<file path="config.mk">
export PLATFORM = sky130hd
export DESIGN_NAME = riscv_hazard_ctrl_mc
export DESIGN_NICKNAME = d
export VERILOG_FILES = /design/src/rtl/riscv_pipe_pkg.sv /design/src/rtl/riscv_fwd_sel.sv /design/src/rtl/riscv_hazard_ctrl_mc.sv
export SDC_FILE = /design/constraint.sdc
export NUM_CORES = 1
export LEC_CHECK = 0
export CAP_MARGIN = 20
export CORE_UTILIZATION = 36
export DETAILED_ROUTE_END_ITERATION = 10
export HOLD_SLACK_MARGIN = 0.02
export PLACE_DENSITY = 0.83
export SYNTH_ARGS = -nofsm -noshare
export SYNTH_HDL_FRONTEND = slang
export SYNTH_SLANG_ARGS = --single-unit
</file>
<file path="constraint.sdc">
create_clock -name clk -period 2.1 [get_ports clk]
set_input_delay 0.315 -clock clk [delete_from_list [all_inputs] [get_ports clk]]
set_output_delay 0.315 -clock clk [all_outputs]
set_load 0.1 [all_outputs]
</file>
<file path="src/rtl/riscv_pipe_pkg.sv">
// Shared definitions for the pipelined RISC-V core hazard logic:
// forward-select encodings, hazard FSM state type and default register-address width.
package riscv_pipe_pkg;

  // Default register-address width (RV32I); RV32E builds use 4.
  localparam int DEF_REG_AW = 5;

  // Operand forward-select encodings driven to the Execute-stage muxes.
  localparam logic [1:0] FWD_REG = 2'b00;
  localparam logic [1:0] FWD_W   = 2'b01;
  localparam logic [1:0] FWD_M   = 2'b10;

  // Data-memory wait tracking FSM.
  typedef enum logic [0:0] {
    RUN   = 1'b0,
    DWAIT = 1'b1
  } hz_state_e;

  // Even parity over a forward-select code, used by integrity checkers.
  function automatic logic fwd_parity(input logic [1:0] sel);
    return ^sel;
  endfunction

endpackage

</file>
<file path="src/rtl/riscv_fwd_sel.sv">
// Forwarding selector for one Execute-stage source operand.
// Memory-stage result beats Writeback-stage result; x0 is never forwarded.
module riscv_fwd_sel
  import riscv_pipe_pkg::*;
#(
  parameter int REG_AW = DEF_REG_AW
) (
  input  logic [REG_AW-1:0] rs_e_i,
  input  logic [REG_AW-1:0] rd_m_i,
  input  logic [REG_AW-1:0] rd_w_i,
  input  logic              reg_write_m_i,
  input  logic              reg_write_w_i,
  output logic [1:0]        fwd_o
);

  logic hit_m_s;
  logic hit_w_s;

  assign hit_m_s = reg_write_m_i && (rd_m_i == rs_e_i) && (rd_m_i != {REG_AW{1'b0}});
  assign hit_w_s = reg_write_w_i && (rd_w_i == rs_e_i) && (rd_w_i != {REG_AW{1'b0}});

  // Pick the youngest producer of the operand, falling back to the register file.
  always_comb begin
    fwd_o = FWD_REG;
    if (hit_m_s) begin
      fwd_o = FWD_M;
    end else if (hit_w_s) begin
      fwd_o = FWD_W;
    end else begin
      fwd_o = FWD_REG;
    end
  end

endmodule

</file>
<file path="src/rtl/riscv_hazard_ctrl_mc.sv">
// Hazard controller for the 5-stage pipelined core with variable-latency
// instruction/data memories. Drives operand forwarding, per-stage stall and
// flush enables, wrong-path fetch kill and a sticky data-wait timeout flag.
// Optional macro HAZARD_PERF_CNT_EN adds free-running performance counters.
module riscv_hazard_ctrl_mc
  import riscv_pipe_pkg::*;
#(
  parameter int REG_AW   = DEF_REG_AW,
  parameter int MAX_WAIT = 16,
  parameter int CNT_W    = 32
) (
  input  logic              clk,
  input  logic              reset,
  input  logic [REG_AW-1:0] rs1_D,
  input  logic [REG_AW-1:0] rs2_D,
  input  logic [REG_AW-1:0] rs1_E,
  input  logic [REG_AW-1:0] rs2_E,
  input  logic [REG_AW-1:0] rd_E,
  input  logic [REG_AW-1:0] rd_M,
  input  logic [REG_AW-1:0] rd_W,
  input  logic              RegWriteM,
  input  logic              RegWriteW,
  input  logic              ResultSrcE0,
  input  logic              PCSrcE,
  input  logic              MemAccessM,
  input  logic              dmem_ready,
  input  logic              imem_ready,
  output logic [1:0]        ForwardAE,
  output logic [1:0]        ForwardBE,
  output logic              Stall_F,
  output logic              Stall_D,
  output logic              Stall_E,
  output logic              Stall_M,
  output logic              Flush_D,
  output logic              Flush_E,
  output logic              Flush_W,
`ifdef HAZARD_PERF_CNT_EN
  output logic [CNT_W-1:0]  perf_lu_stall,
  output logic [CNT_W-1:0]  perf_dwait,
  output logic [CNT_W-1:0]  perf_flush,
`endif
  output logic              mem_timeout_err
);

  localparam int WCW = $clog2(MAX_WAIT + 1);
  localparam logic [WCW-1:0] WAIT_MAX = WCW'(MAX_WAIT);
  localparam logic [WCW-1:0] WAIT_ONE = {{(WCW-1){1'b0}}, 1'b1};

  // Registered state.
  hz_state_e      state_q,    state_d;
  logic [WCW-1:0] wait_cnt_q, wait_cnt_d;
  logic           kill_q,     kill_d;
  logic           err_q,      err_d;

  // Raw hazard conditions.
  logic lw_stall_s;
  logic mem_wait_s;
  logic fetch_wait_s;

  // One-hot winner of the priority chain (all low during reset).
  logic sel_mem_s;
  logic sel_redir_s;
  logic sel_lu_s;
  logic sel_fetch_s;

  logic [1:0] fwd_a_s;
  logic [1:0] fwd_b_s;

  riscv_fwd_sel #(.REG_AW(REG_AW)) u_fwd_a (
    .rs_e_i        (rs1_E),
    .rd_m_i        (rd_M),
    .rd_w_i        (rd_W),
    .reg_write_m_i (RegWriteM),
    .reg_write_w_i (RegWriteW),
    .fwd_o         (fwd_a_s)
  );

  riscv_fwd_sel #(.REG_AW(REG_AW)) u_fwd_b (
    .rs_e_i        (rs2_E),
    .rd_m_i        (rd_M),
    .rd_w_i        (rd_W),
    .reg_write_m_i (RegWriteM),
    .reg_write_w_i (RegWriteW),
    .fwd_o         (fwd_b_s)
  );

  assign lw_stall_s   = ResultSrcE0 && (rd_E != {REG_AW{1'b0}}) &&
                        ((rd_E == rs1_D) || (rd_E == rs2_D));
  assign mem_wait_s   = MemAccessM && !dmem_ready;
  assign fetch_wait_s = !imem_ready || kill_q;

  // A data wait freezes everything, including a resolved branch in Execute,
  // which redirects only once the wait has ended.
  assign sel_mem_s   = !reset && mem_wait_s;
  assign sel_redir_s = !reset && !mem_wait_s && PCSrcE;
  assign sel_lu_s    = !reset && !mem_wait_s && !PCSrcE && lw_stall_s;
  assign sel_fetch_s = !reset && !mem_wait_s && !PCSrcE && !lw_stall_s && fetch_wait_s;

  // Forward selects are forced to the register file while in reset.
  always_comb begin
    ForwardAE = FWD_REG;
    ForwardBE = FWD_REG;
    if (reset) begin
      ForwardAE = FWD_REG;
      ForwardBE = FWD_REG;
    end else begin
      ForwardAE = fwd_a_s;
      ForwardBE = fwd_b_s;
    end
  end

  // Stall/flush enables from the priority chain.
  always_comb begin
    Stall_F = 1'b0;
    Stall_D = 1'b0;
    Stall_E = 1'b0;
    Stall_M = 1'b0;
    Flush_D = 1'b0;
    Flush_E = 1'b0;
    Flush_W = 1'b0;
    if (reset) begin
      Flush_D = 1'b1;
      Flush_E = 1'b1;
      Flush_W = 1'b1;
    end else if (sel_mem_s) begin
      Stall_F = 1'b1;
      Stall_D = 1'b1;
      Stall_E = 1'b1;
      Stall_M = 1'b1;
      Flush_W = 1'b1;
    end else if (sel_redir_s) begin
      Flush_D = 1'b1;
      Flush_E = 1'b1;
    end else if (sel_lu_s) begin
      Stall_F = 1'b1;
      Stall_D = 1'b1;
      Flush_E = 1'b1;
    end else if (sel_fetch_s) begin
      // A pending kill with data valid drops that wrong-path response
      // into a bubble while letting the fetch stage move on.
      Stall_F = !imem_ready;
      Flush_D = 1'b1;
    end else begin
      Stall_F = 1'b0;
      Flush_D = 1'b0;
    end
  end

  // Wrong-path kill flag: armed by a redirect that cannot be served this
  // cycle, cleared when the stale response finally arrives.
  always_comb begin
    kill_d = kill_q;
    if (sel_redir_s && (!imem_ready || kill_q)) begin
      kill_d = 1'b1;
    end else if (imem_ready) begin
      kill_d = 1'b0;
    end else begin
      kill_d = kill_q;
    end
  end

  // Data-wait FSM with saturating wait counter and sticky timeout flag.
  always_comb begin
    state_d    = state_q;
    wait_cnt_d = wait_cnt_q;
    err_d      = err_q;
    case (state_q)
      RUN: begin
        if (mem_wait_s) begin
          state_d    = DWAIT;
          wait_cnt_d = WAIT_ONE;
        end else begin
          state_d    = RUN;
          wait_cnt_d = {WCW{1'b0}};
        end
      end
      DWAIT: begin
        if (dmem_ready) begin
          state_d    = RUN;
          wait_cnt_d = {WCW{1'b0}};
        end else if (mem_wait_s && (wait_cnt_q < WAIT_MAX)) begin
          wait_cnt_d = wait_cnt_q + WAIT_ONE;
        end else begin
          wait_cnt_d = wait_cnt_q;
        end
      end
      default: begin
        state_d    = RUN;
        wait_cnt_d = {WCW{1'b0}};
      end
    endcase
    if (wait_cnt_d == WAIT_MAX) begin
      err_d = 1'b1;
    end else begin
      err_d = err_q;
    end
  end

  // State registers with synchronous reset; reset aborts any wait in progress.
  always_ff @(posedge clk) begin
    if (reset) begin
      state_q    <= RUN;
      wait_cnt_q <= {WCW{1'b0}};
      kill_q     <= 1'b0;
      err_q      <= 1'b0;
    end else begin
      state_q    <= state_d;
      wait_cnt_q <= wait_cnt_d;
      kill_q     <= kill_d;
      err_q      <= err_d;
    end
  end

  assign mem_timeout_err = err_q;

`ifdef HAZARD_PERF_CNT_EN
  logic [CNT_W-1:0] perf_lu_q;
  logic [CNT_W-1:0] perf_dwait_q;
  logic [CNT_W-1:0] perf_flush_q;

  // Event counters wrap naturally and are frozen to zero during reset.
  always_ff @(posedge clk) begin
    if (reset) begin
      perf_lu_q    <= {CNT_W{1'b0}};
      perf_dwait_q <= {CNT_W{1'b0}};
      perf_flush_q <= {CNT_W{1'b0}};
    end else begin
      perf_lu_q    <= perf_lu_q    + {{(CNT_W-1){1'b0}}, sel_lu_s};
      perf_dwait_q <= perf_dwait_q + {{(CNT_W-1){1'b0}}, sel_mem_s};
      perf_flush_q <= perf_flush_q + {{(CNT_W-1){1'b0}}, sel_redir_s};
    end
  end

  assign perf_lu_stall = perf_lu_q;
  assign perf_dwait    = perf_dwait_q;
  assign perf_flush    = perf_flush_q;
`endif

endmodule

</file>
==> results.cfg, run 1 <==
[power_and_ir_drop]
p_switching_uw = 256
ir_drop_uv = 429
clockPowerShare_pct = 18.7
power_frac_seq_pct = 24.3
p_int_uw = 392
finalPower_uw = 648
switching_share_pct = 39.5
p_leak_nw = 0.781
p_per_area_nw_per_um2 = 351
combPwrFrac_pct = 57.0

[sta]
drv_slew = 0
tightest_slew_ps = 335
hold_viol_final = 0
post-route-period-util_pct = 102
final.setup_skew_ps = 4.73
max_freq_mhz = 468
fin_crit_ps = 2140
final-setup-viol-count = 2
slew_headroom_pct = 77.5
rsz0062_at_grt = yes
setup_slack_ps = -36.8

[floorplan]
die_h_um = 51.1
die-area_um2 = 2620
placementRows = 17
initial_core_util_pct = 38.6
io_pins = 56
core_area_um2 = 2250
die_width_um = 51.1

[global_route]
grt_start_max_net_pins = 8
grtUsageTotal_pct = 29.2
antenna_found_initial = 0
grt_pass1_wl_um = 5600
globalRouteOverflowTotal = 0
grt_pass1_vias = 1267

[layout]
final_common_cell = buf_4
drive_gt1_share_pct = 46.6
fin_nets = 238
n_fill_cell = 155
syn2layout_area_growth_pct = 112
final_cell_mix = buf_4, xor2_1, clkbuf_2, buf_12
diodes = 0
layout.cells.non_filler = 219

[routing]
drt-initial-drc-count = 18
viasPerCell = 5.33
num_vias = 1167
ant_nets = 0
wl_per_cell_um = 16.3
drt_wl_total_um = 3580
drc = 0
drtPass1Iterations = 4

[status]
violations = negative setup slack
status = finished, violations left

[synthesis]
synth_area_per_cell_um2 = 7.98
yosys_most_used_dff = dfxtp_1
synthCells = 109
yosysUniqueCellTypes = 36
synth_edf_count = 0
synth_nets = 154
synth_area_um2 = 870
async_reset_ff_share_pct = 0
yosysSeqAreaShare_pct = 18.4
synth_warnings = 0
synth-seq-cells = 8

[setup_path]
cp_max_fo = 3
worstSetupStartpointType = input pin
arrival_ps = 1820
endpoint_kind = output port
crit_type = in2out
worstPathRequired_ps = 1780

[clock_network]
clockBufferDepth = 2
clk_pin_slew_ps = 50
numCtsBuffers = 3
cts_sinks = 8
clkLatencyLatePin_ps = 260
postCtsHoldBufs = 0
cts_tree = done
h-tree-depth = 1
root_buffer = clkbuf_4

[placed_design]
dpl.hpwl_um = 2610
dpl_worst_slack_ps = -379
dp.cells = 208
gp_congestion = 0.880
portBuffers = 55

[flow_run]
maxCapViolations = 0

[min_path]
hold_path.class = reg2reg
area by class of cell:
class | instances | area (um2) | share of cell area [%]
clock buffers | 3 | 22.5 | 1.22
inverters | 4 | 15.0 | 0.815
multi-input cells | 95 | 846 | 45.9
flip-flops and latches | 8 | 160 | 8.69
well taps | 28 | 35.0 | 1.90
repair buffers | 81 | 764 | 41.5
cells in the mapped netlist (2+ instances only):
library cell	count	share of area, %
nand2_1	6	2.6
or4_1	5	4.3
nand2b_1	3	2.2
nor4_2	2	2.9
nand3_1	3	1.7
dfxtp_1	8	18
a22oi_1	2	1.7
nor3_1	7	4.0
nor2b_1	3	2.2
nor2_1	7	3.0
nor3_2	2	2.3
a21oi_1	2	1.2
nor4_1	2	1.4
o21ai_0	2	1.2
xnor2_1	10	10
inv_1	4	1.7
xor2_1	22	22
path summary, 6_finish.rpt:
kind | from | endpoint | slack (ps) | depth (start not counted)
worst max-delay path | rs1_D[3] | Flush_D | -40 | 7
worst min-delay path | mem_timeout_err | mem_timeout_err | 480 | 2
worst max register to register | wait_cnt_q[4] | mem_timeout_err | 730 | 5
worst min register to register | mem_timeout_err | mem_timeout_err | 480 | 2
flip-flops by register name, summed over array words and instances, names as in the netlist:
signal and cells:
mem_timeout_err 1, state_q 1, kill_q 1, wait_cnt_q 5
stage by stage:
stage | setup TNS, ps | util, % | hold WS, ps | area, um2
after global routing | -135 | 81.7 | 513 | 1840
after CTS | -63.9 | 82.9 | 479 | 1870
after global placement | -1810 | 79.1 | 462 | 1780
after floorplan | -1820 | - | 394 | 967
final | -73.5 | 81.7 | 477 | 1840
after detailed placement | -2140 | 79.1 | 473 | 1780
layer usage:
layer / global-route usage (%) / wire length (um)
met1: 29.7 / 1290
met2: 57.0 / 1890
met3: 7.74 / 325
met4: 7.87 / 66
met5: 0 / 0
critical path, stage by stage:
cell and delay (ps):
dlygate4sd2_1 240, xor2_1 140, nor2_1 130, a22oi_2 90, or4_4 570, and3_4 180, buf_12 160
repair_timing:
item | 4_1_cts | 5_1_grt
pin swaps | 20 | 5
cloned | 0 | 0
setup buffers | 8 | 0
resized for setup | 92 | 26
setup endpoints to repair | 8 | 5
logic make-up after synthesis:
group                      after synthesis  share of synthesized area [%]
DFF                                      8                           18.4
xor gates and xnor gates                32                           32.2
AOI/OAI and AO/OA                       15                           11.7
and+or+nand+nor                         45                           30.9
buffers and inverters                    6                           3.02
adders and majority gates                2                           2.59
muxes                                    1                           1.15
power groups by stage:
stage	logic (mW)	registers [mW]	clock network, mW
floorplan	0.167	0.160	0
global placement	0.348	0.160	0
detailed placement	0.356	0.160	0
CTS	0.365	0.157	0.122
global route	0.388	0.157	0.135
finish	0.369	0.157	0.121
No activity file was read; power rests on OpenSTA's default activity.
==> inputs of run 2 (changes only) <==
==> constraint.sdc (replaced) <==
create_clock -name clk -period 2.1 [get_ports clk]
set_input_delay 0.315 -clock clk [delete_from_list [all_inputs] [get_ports clk]]
set_output_delay 0.315 -clock clk [all_outputs]
set_load 0.02 [all_outputs]
==> results.cfg, run 2 (synthesis results as in run 1) <==
[layout]
final_common_cell = buf_4
syn2layout_area_growth_pct = 93.8
drive_gt1_share_pct = 34.2
layout.cells.non_filler = 221
final_cell_mix = buf_4, xor2_1, dlygate4sd2_1, clkdlybuf4s50_1, xnor2_1
largest_reg_flops = 5
fin_nets = 240
diodes = 0
registers.top_by_ff_count = wait_cnt_q

[setup_path]
endpoint_kind = output port
arrival_ps = 1750
cp_max_fo = 3
crit_type = in2out
worstPathRequired_ps = 1780
worstSetupStartpointType = input pin

[power_and_ir_drop]
p_per_area_nw_per_um2 = 324
combPwrFrac_pct = 49.0
finalPower_uw = 546
ir_drop_uv = 262
p_switching_uw = 179
power_frac_seq_pct = 28.8
switching_share_pct = 32.8
p_leak_nw = 0.751
clockPowerShare_pct = 22.2
p_int_uw = 367

[floorplan]
die-area_um2 = 2620
placementRows = 17
io_pins = 56
die_h_um = 51.1
core_area_um2 = 2250
initial_core_util_pct = 38.6
die_width_um = 51.1

[sta]
final-setup-viol-count = 0
post-route-period-util_pct = 98.4
fin_crit_ps = 2070
setup_slack_ps = 32.6
max_freq_mhz = 484
slew_headroom_pct = 79.7
rsz0062_at_grt = no
drv_slew = 0
tightest_slew_ps = 302
final.setup_skew_ps = 1.45
fin_hold_ws_ps = 470
hold_viol_final = 0

[global_route]
antenna_found_initial = 0
grt_pass1_vias = 1201
grt_start_max_net_pins = 17
grtUsageTotal_pct = 25.4
globalRouteOverflowTotal = 0
grt_pass1_wl_um = 4890

[routing]
ant_nets = 0
drtPass1Iterations = 7
drt_wl_total_um = 3060
viasPerCell = 5.11
wl_per_cell_um = 13.8
drc = 0
num_vias = 1130
drt-initial-drc-count = 10

[clock_network]
cts_sinks = 8
postCtsHoldBufs = 0
cts_tree = done
numCtsBuffers = 3
h-tree-depth = 1
clk_pin_slew_ps = 50
clkLatencyLatePin_ps = 260
clockBufferDepth = 2
root_buffer = clkbuf_4

[placed_design]
dpl_worst_slack_ps = -759
dp.cells = 218
dpl.hpwl_um = 2500
portBuffers = 55
gp_congestion = 0.859

[min_path]
hold_path.class = reg2reg

[status]
status = completed

[flow_run]
maxCapViolations = 0
-- run 2: final cells by class --
class | instances | area, um2
well taps | 28 | 35.0
fillers | 178 | 569
inverters | 4 | 15.0
clock buffers | 3 | 22.5
flip-flops and latches | 8 | 160
multi-input cells | 95 | 759
repair buffers | 83 | 693
-- run 2: power groups by stage --
stage	sequential, mW	clock (mW)	combinational [mW]
finish	0.157	0.121	0.268
global route	0.157	0.134	0.287
detailed placement	0.160	0	0.271
global placement	0.160	0	0.261
floorplan	0.160	0	0.0943
CTS	0.157	0.125	0.259
-- run 2: worst paths after layout --
path / start / to / slack (ps) / cells past startpoint
hold / removal: mem_timeout_err / mem_timeout_err / 470 / 2
setup / recovery: rd_M[2] / ForwardBE[0] / 30 / 7
setup reg to reg: wait_cnt_q[1] / mem_timeout_err / 860 / 5
hold reg to reg: mem_timeout_err / mem_timeout_err / 470 / 2
-- run 2: routing by layer --
| layer | wire (um) | track usage (%) |
|---|---|---|
| met5 | 0 | 0 |
| met4 | 92 | 14.8 |
| met3 | 135 | 3.27 |
| met2 | 1720 | 51.1 |
| met1 | 1110 | 23.9 |
-- run 2: what timing repair did --
action | in CTS | in global routing
buffers inserted | 0 | 1
endpoints found under the setup margin | 10 | 7
pin swaps | 16 | 10
gates cloned | 0 | 0
resized for setup | 103 | 18
-- run 2: per-stage QoR --
stage | util (%) | instance area (um2) | setup TNS (ps)
floorplan | - | 870 | 0
global placement | 73.4 | 1650 | -4730
detailed placement | 73.4 | 1650 | -4910
CTS | 73.5 | 1660 | 0
global route | 74.8 | 1690 | 0
finish | 74.8 | 1690 | 0
-- run 2: worst max-delay path, cell delays in order --
cell and delay, ps:
buf_6 90, or4_4 540, o21ai_4 200, buf_6 120
nor3_2 40, nor4_2 250, buf_4 180
